$ cat config.mk
export PLATFORM = sky130hd
export DESIGN_NAME = cache_way_ctrl
export DESIGN_NICKNAME = d
export VERILOG_FILES = /design/src/rtl/cache_way_ctrl.sv
export SDC_FILE = /design/constraint.sdc
export NUM_CORES = 1
export LEC_CHECK = 0
export BUFFER_PORTS_ARGS = -buffer_cell sky130_fd_sc_hd__buf_2
export CAP_MARGIN = 20
export CORE_MARGIN = 2
export CORE_UTILIZATION = 48
export CTS_CLUSTER_SIZE = 24
export DETAILED_ROUTE_END_ITERATION = 8
export GPL_ROUTABILITY_DRIVEN = 0
export PLACE_DENSITY = 0.75
export SETUP_SLACK_MARGIN = 0.1
export SKIP_CTS_REPAIR_TIMING = 1
export SYNTH_ARGS = -nofsm -noshare
export SYNTH_HDL_FRONTEND = slang
export SYNTH_SLANG_ARGS = --single-unit
$ cat constraint.sdc
create_clock -name clk -period 2.3 [get_ports clk]
set_input_delay 0.115 -clock clk [delete_from_list [all_inputs] [get_ports clk]]
set_output_delay 0.115 -clock clk [all_outputs]
set_load 0.1 [all_outputs]
$ cat src/rtl/cache_way_ctrl.sv
// rtl/cache_way_ctrl.sv - N-way set-associative cache control: hit/enable logic, tree PLRU, miss FSM
module cache_way_ctrl #(
   parameter int WAYS  = 4,
   parameter int SETS  = 8,
   parameter int IDX_W = $clog2(SETS),
   parameter int WAY_W = $clog2(WAYS)
) (
   input  logic             clk,
   input  logic             rst_n,
   input  logic             mem_read,
   input  logic             mem_write,
   input  logic [IDX_W-1:0] set_idx,
   input  logic [WAYS-1:0]  valid,
   input  logic [WAYS-1:0]  dirty,
   input  logic [WAYS-1:0]  tagcmp,
   input  logic             pmem_resp,
   output logic [WAYS-1:0]  hit_vec,
   output logic             hit_any,
   output logic             mem_resp,
   output logic [WAY_W-1:0] victim_way,
   output logic [WAYS-1:0]  tag_we,
   output logic [WAYS-1:0]  data_we,
   output logic             dirty_set,
   output logic             dirty_clr,
   output logic             pmem_read,
   output logic             pmem_write,
   output logic             busy
);

   localparam logic [1:0] S_IDLE  = 2'd0;
   localparam logic [1:0] S_WB    = 2'd1;
   localparam logic [1:0] S_ALLOC = 2'd2;

   logic [1:0]       state;
   logic [1:0]       state_nxt;
   logic [WAYS-2:0]  plru [SETS];
   logic [WAY_W-1:0] victim_q;
   logic [IDX_W-1:0] set_q;

   logic             req;
   logic             idle;
   logic [WAYS-1:0]  hit_c;
   logic             hit_any_c;
   logic [WAY_W-1:0] hit_way;
   logic             any_invalid;
   logic [WAY_W-1:0] invalid_way;
   logic [WAY_W-1:0] victim_c;
   logic [WAY_W-1:0] victim_sel;
   logic [WAYS-1:0]  victim_oh;
   logic             fill_done;

   logic [WAYS-1:0]  tag_we_c;
   logic [WAYS-1:0]  data_we_c;

   // Walk the PLRU tree from the root: a 0 bit steers to the lower-index subtree.
   function automatic logic [WAY_W-1:0] plru_victim(input logic [WAYS-2:0] bits);
      int node;
      node = 0;
      for (int l = 0; l < WAY_W; l++) begin
         node = 2 * node + 1 + (bits[node] ? 1 : 0);
      end
      return WAY_W'(node - (WAYS - 1));
   endfunction

   // Point every node on the accessed way's path away from it.
   function automatic logic [WAYS-2:0] plru_touch(input logic [WAYS-2:0] bits,
                                                  input logic [WAY_W-1:0] way);
      logic [WAYS-2:0] r;
      logic            dir;
      int              node;
      r    = bits;
      node = 0;
      for (int l = 0; l < WAY_W; l++) begin
         dir     = way[WAY_W-1-l];
         r[node] = ~dir;
         node    = 2 * node + 1 + (dir ? 1 : 0);
      end
      return r;
   endfunction

   assign req       = mem_read | mem_write;
   assign idle      = (state == S_IDLE);
   assign fill_done = (state == S_ALLOC) & pmem_resp;

   // Priority-encode tag matches so an illegal multi-match reports only the lowest way.
   always_comb begin
      hit_c   = '0;
      hit_way = '0;
      for (int i = WAYS - 1; i >= 0; i--) begin
         if (valid[i] & tagcmp[i] & idle & req) begin
            hit_c   = '0;
            hit_c[i] = 1'b1;
            hit_way = WAY_W'(i);
         end
      end
   end

   assign hit_any_c = |hit_c;

   // Prefer the lowest invalid way; fall back to the PLRU walk when the set is full.
   always_comb begin
      any_invalid = 1'b0;
      invalid_way = '0;
      for (int i = WAYS - 1; i >= 0; i--) begin
         if (!valid[i]) begin
            any_invalid = 1'b1;
            invalid_way = WAY_W'(i);
         end
      end
      victim_c = any_invalid ? invalid_way : plru_victim(plru[set_idx]);
   end

   assign victim_sel = idle ? victim_c : victim_q;
   assign victim_oh  = WAYS'(1) << victim_q;

   // Write enables: write hits touch the hit way, a completed fill writes the victim.
   always_comb begin
      tag_we_c  = '0;
      data_we_c = '0;
      if (hit_any_c && mem_write) begin
         data_we_c = hit_c;
      end
      if (fill_done) begin
         tag_we_c  = victim_oh;
         data_we_c = victim_oh;
      end
   end

   // Miss sequencing: write back a dirty victim first, then fill, then replay in IDLE.
   always_comb begin
      state_nxt = state;
      case (state)
         S_IDLE: begin
            if (req && !hit_any_c) begin
               state_nxt = (valid[victim_c] & dirty[victim_c]) ? S_WB : S_ALLOC;
            end
         end
         S_WB:    if (pmem_resp) state_nxt = S_ALLOC;
         S_ALLOC: if (pmem_resp) state_nxt = S_IDLE;
         default: state_nxt = S_IDLE;
      endcase
   end

   // FSM state plus the victim/set captured at the moment the miss is detected.
   always_ff @(posedge clk or negedge rst_n) begin
      if (!rst_n) begin
         state    <= S_IDLE;
         victim_q <= '0;
         set_q    <= '0;
      end else begin
         state <= state_nxt;
         if (idle && req && !hit_any_c) begin
            victim_q <= victim_c;
            set_q    <= set_idx;
         end
      end
   end

   // PLRU is only updated by hits; fills rely on the replayed hit to touch the tree.
   always_ff @(posedge clk or negedge rst_n) begin
      if (!rst_n) begin
         for (int s = 0; s < SETS; s++) begin
            plru[s] <= '0;
         end
      end else if (hit_any_c) begin
         plru[set_idx] <= plru_touch(plru[set_idx], hit_way);
      end
   end

   // Outputs are forced low while reset is asserted so an in-flight transfer drops at once.
   assign hit_vec    = rst_n ? hit_c : '0;
   assign hit_any    = rst_n & hit_any_c;
   assign mem_resp   = rst_n & hit_any_c;
   assign victim_way = rst_n ? victim_sel : '0;
   assign tag_we     = rst_n ? tag_we_c : '0;
   assign data_we    = rst_n ? data_we_c : '0;
   assign dirty_set  = rst_n & hit_any_c & mem_write;
   assign dirty_clr  = rst_n & fill_done;
   assign pmem_read  = rst_n & (state == S_ALLOC);
   assign pmem_write = rst_n & (state == S_WB);
   assign busy       = rst_n & !idle;

endmodule

---- Word-level counts from Yosys, hierarchy flattened ----
Index checks and enable logic that the tools add are counted.
W data, S select, Z words.
storage, ports and cells
  input bits .............................. 20
  word-level logic and storage cells ...... 111
  bits in registers ....................... 28
cells by class
  order comparisons ....................... 6
  mux-type cells .......................... 49
  reduce and logical (&&, ||, !) cells .... 11
  bitwise operators ....................... 24
  add/subtract/negate cells ............... 5
  eq/ne operators ......................... 5
  shift-type cells ........................ 1
operators by type and width
  operator               count
  $mux W4                10
  $mux W2                15
  $bwmux W24             1
  $and A1 B1 Y1          20
  $mux W1                12
  $bmux W3 S3            1
  $demux W3 S3           1
  $lt A2 B3 Y1 const B   3
  $mux W3                3
  $bmux W1 S2            3
  $logic_and A1 B1 Y1    6
  $pmux W2 S3            1
  $add A1 B1 Y2 const A  2
  $ge A4 B4 Y1 const B   1
  $lt A4 B1 Y1 const B   1
  $ne A2 B2 Y1 const B   2
  $not A3 Y4             1
  $reduce_or A4 Y1       1
  $shl A1 B2 Y4 const A  1
  $bwmux W3              1
  $reduce_and A3 Y1      1
  $add A2 B1 Y2          1
  $add A2 B1 Y2 const B  1
  $demux W1 S2           1
  other kinds (9)        11

---- Depth between registers and ports, before layout ----
  depth after elaboration ................. 19
  mapped depth ............................ 8
  depth with buffers taken out ............ 6

---- Least setup slack after synthesis ----
No wires, ideal clock.
  path kind ............................... register to output
  start point ............................. register state[1]
  end point ............................... output data_we[3]
  arrival time ............................ 5.048 ns
  path slack .............................. -2.863 ns
  required time ........................... 2.185 ns
  cell stages (with the launch flop) ...... 7
  cell sequence ........................... dfrtp_1 buf_2 nor2_4 o21ai_1 a21oi_2 nor4b_1 a21o_1
on the way
  longest elaborated chain between the ends .. 12
  elaborated cells on any way between the ends .. 20
  those cells by class .................... 1 x eq/ne; 7 x mux; 9 x bitwise; 3 x reduce/logical
ends and longest elaborated chain
  what                        RTL line  text
  start, declared             34        logic [1:0] state;
  start signal, assigned      151       state <= state_nxt;
  $logic_not A2 Y1            82        assign idle = (state == S_IDLE);
  $and A1 B1 Y1 (2 in a row)  90        if (valid[i] & tagcmp[i] & idle & req) begin
  $mux W4 (4 in a row)        90
  $reduce_or A4 Y1            98        assign hit_any_c = |hit_c;
  $logic_and A1 B1 Y1         120       if (hit_any_c && mem_write) begin
  $mux W4                     120
  $mux W4 (*)                 123       if (fill_done) begin
  $mux W4 (*)                 176       assign data_we = rst_n ? data_we_c : '0;
  end, declared               22        output logic [WAYS-1:0] data_we,
Mark *: on every way between the ends. The rest lies on a longest branch, timed or not.

---- Worst setup path after layout ----
  start point ............................. register plru[12] (netlist bit)
  end point ............................... output victim_way[0]
on the way
  longest elaborated chain between the ends .. 14
ends and longest elaborated chain
  what                                            RTL line  text
  start, declared                                 36        logic [WAYS-2:0] plru [SETS];
  start signal, assigned by index                 166       plru[set_idx] <= plru_touch(plru[set_idx], hit_way);
  $bmux W3 S3 (*)                                 110       victim_c = any_invalid ? invalid_way : plru_victim(plru[set_idx]);
  $mux W3 (implied by the code) (*) (2 in a row)  110
  $mux W1                                         60        node = 2 * node + 1 + (bits[node] ? 1 : 0);
  $add A1 B1 Y2                                   60
  $bmux W1 S2 (*)                                 60
  $mux W1 (implied by the code) (*) (2 in a row)  60
  $mux W1 (*)                                     60
  $add A2 B1 Y2 (*)                               60
  $sub A2 B2 Y2 (*)                               62        return WAY_W'(node - (WAYS - 1));
  $mux W2 (*)                                     110
  $mux W2 (*)                                     113       assign victim_sel = idle ? victim_c : victim_q;
  $mux W2 (*)                                     174       assign victim_way = rst_n ? victim_sel : '0;
  end, declared                                   20        output logic [WAY_W-1:0] victim_way,
Mark *: on every way between the ends. The rest lies on a longest branch, timed or not. The select of a mux whose other input is x is not followed.

==> impl_metrics.json <==
{
  "swShare_pct": 43.2,
  "synth.top_cells.by_area": "dfrtp_1 (40%), mux2_2 (10%), mux4_2 (7.7%)",
  "clock-root-buffer": "clkbuf_4",
  "hold_class": "in -> reg",
  "clockPowerShare_pct": 11.6,
  "fillers": 218,
  "post_dp_cell_area_sq_um": 2390,
  "drive_gt1_share_pct": 59.8,
  "synth_cells": 153,
  "fin_util_pct": 76.7,
  "ios": 41,
  "run_status": "finished, violations left",
  "ys_seq_elements": 28,
  "setup_violations": 1,
  "cts.sinks": 28,
  "drt_first_pass_iters": 4,
  "switchingPower_mw": 1.18,
  "dp_hpwl_mm": 3.71,
  "period_share_pct": 109,
  "finClkSkew_ns": 0.00389,
  "synth_largest_area_cell": "dfrtp_1",
  "path_clk_slew_ns": 0.15,
  "antenna_found_initial": 0,
  "drc": 0,
  "final_antenna_net_count": 0,
  "regArea_sq_um": 702,
  "routed-via-count": 1536,
  "fin_area_sq_um": 2620,
  "start_util_pct": 51.4,
  "grt_pass1_vias": 1554,
  "drtIter0Drc": 71,
  "netlist_top_cells_count": "dfrtp_1 (28), mux2_2 (16), nand2_1 (11), nor2_1 (11), mux2_1 (9)",
  "rows": 21,
  "grt_pass1_wl_mm": 7.51,
  "end_kind": "output port",
  "worst_pin_slew_ns": 0.525,
  "multi_input_area_sq_um": 1170,
  "tritoncts": "built",
  "internal_power_mw": 1.55,
  "syn_area_sq_um": 1750,
  "p_seq_share_pct": 29.8,
  "worst_slack_ns": -0.201,
  "fmax_mhz": 400,
  "globalRouteOverflowTotal": 0,
  "fin_tns_setup_ns": -0.201,
  "place_ws_ns": 0.116,
  "ys_seq_area_share_pct": 39.9,
  "slew_headroom_pct": 64.8,
  "slew_violations": 0,
  "violations": "setup timing",
  "routed_via_density": 5.91,
  "synth.net_count": 173,
  "cts_buffers": 3,
  "clock_latency_ns": 0.32,
  "syn_to_final_growth_pct": 49.4,
  "synth-edff-count": 0,
  "h-tree-depth": 1,
  "wirelength_mm": 4.91,
  "rsz0062_at_grt": "yes",
  "cp.required_ns": 2.18,
  "start_kind": "register",
  "dieArea_sq_um": 4150,
  "synth_ff_type": "dfrtp_1",
  "crit_type": "reg -> out",
  "track_usage_pct": 23.6,
  "die_w_um": 64.5,
  "p_per_area_nw_per_um2": 1040,
  "grt_max_degree": 25,
  "power.leakage_nw": 1.10,
  "critPathArrivalTime_ns": 2.39,
  "synthArstFlopShare_pct": 100,
  "synth.avg_cell_area_sq_um": 11.5,
  "yosysUniqueCellTypes": 43,
  "fin_crit_ns": 2.50,
  "p_comb_share_pct": 58.7,
  "crit_fanout": 3,
  "yosysWarnings": 0,
  "wire_per_inst_um": 18.9,
  "coreArea_sq_um": 3420,
  "io_buffers": 40,
  "ir_drop_v": 0.000676,
  "drv_cap": 0,
  "synth_most_common_cell": "dfrtp_1",
  "hold_ws_ns": 0.0337,
  "hold_viol": 0,
  "layout.nets": 235,
  "dieHeight_um": 64.5,
  "diodes": 0,
  "clockBufferDepth": 2,
  "yosysTopAreaCellShare_pct": 39.9
}
[routing by layer]
metal | wire, um | track usage [%] | vias up
met5 | 0 | 0 | -
met4 | 208 | 9.04 | 0
met3 | 244 | 1.91 | 20
met2 | 2560 | 43.6 | 73
met1 | 1900 | 28.7 | 738
li1 | - | - | 705
[per-stage QoR]
stage / cells / total power [mW]
finish: 260 / 2.73
global route: 260 / 2.87
CTS: 249 / 2.56
detailed placement: 245 / 2.24
global placement: 245 / 2.17
floorplan: 153 / 1.83
[cell usage in the layout, fill, tap and decap left out, drive strengths merged, types with 4 or more instances in the layout]
| cell type | netlist | layout |
|---|---|---|
| a21oi | 4 | 4 |
| dfrtp | 28 | 28 |
| o21ai | 6 | 6 |
| nor3 | 6 | 6 |
| nand2 | 11 | 11 |
| a21o | 4 | 4 |
| nor2 | 12 | 12 |
| mux2 | 27 | 27 |
| buf | 6 | 61 |
| mux4 | 6 | 6 |
| clkbuf | 1 | 5 |
| nand4b | 4 | 4 |
| mux2i | 4 | 4 |
| and3 | 7 | 7 |
[power by group through the flow]
stage / Clock, mW / Sequential [mW] / Combinational [mW]
2_1_floorplan: 0 / 0.769 / 1.06
3_3_place_gp: 0 / 0.795 / 1.38
3_5_place_dp: 0 / 0.824 / 1.42
4_1_cts: 0.329 / 0.811 / 1.42
5_1_grt: 0.349 / 0.836 / 1.69
6_report: 0.316 / 0.814 / 1.60
[layout make-up]
cell class	count	area share, %
clock buffer	3	0.860
clock inverter	1	1.15
inverter	5	0.860
multi-input combinational	113	44.6
sequential	28	26.8
tap	46	2.20
timing repair buffer	64	23.6
[state kept, by name, summed over array words and instances, names as in the netlist]
signal and cells:
plru 24, state 2, victim_q 2
[critical path, stage by stage (launching register included)]
cell	delay, ns
dfrtp_1	0.41
mux4_2	0.49
mux2i_4	0.18
mux2_4	0.33
a31oi_4	0.20
nand2_2	0.10
a21oi_4	0.16
buf_12	0.19
[worst paths after layout]
kind | start | endpoint | slack (ns) | depth (start not counted)
setup / recovery | plru[12]$_DFFE_PN0P_ | victim_way[0] | -0.20 | 7
hold / removal | pmem_resp | state[0]$_DFFE_PN0P_ | 0.03 | 2
setup reg to reg | plru[12]$_DFFE_PN0P_ | state[1]$_DFFE_PN0P_ | 0.04 | 8
hold reg to reg | plru[0]$_DFFE_PN0P_ | plru[0]$_DFFE_PN0P_ | 0.51 | 1
max in group asynchronous | rst_n | plru[17]$_DFFE_PN0P_ | 1.50 | 3
min in group asynchronous | rst_n | victim_q[0]$_DFFE_PN0P_ | 0.24 | 2
[cell families (layout without fill, tap and decap cells)]
logic type	Yosys count	in the layout	synth area share (%)
DFF	28	28	39.9
and+or+nand+nor	51	51	16.9
buffers and inverters	12	73	3.85
AOI/OAI and AO/OA	25	25	10.8
muxes	37	37	28.5
Note: power is estimated with default switching activity, not from simulation.
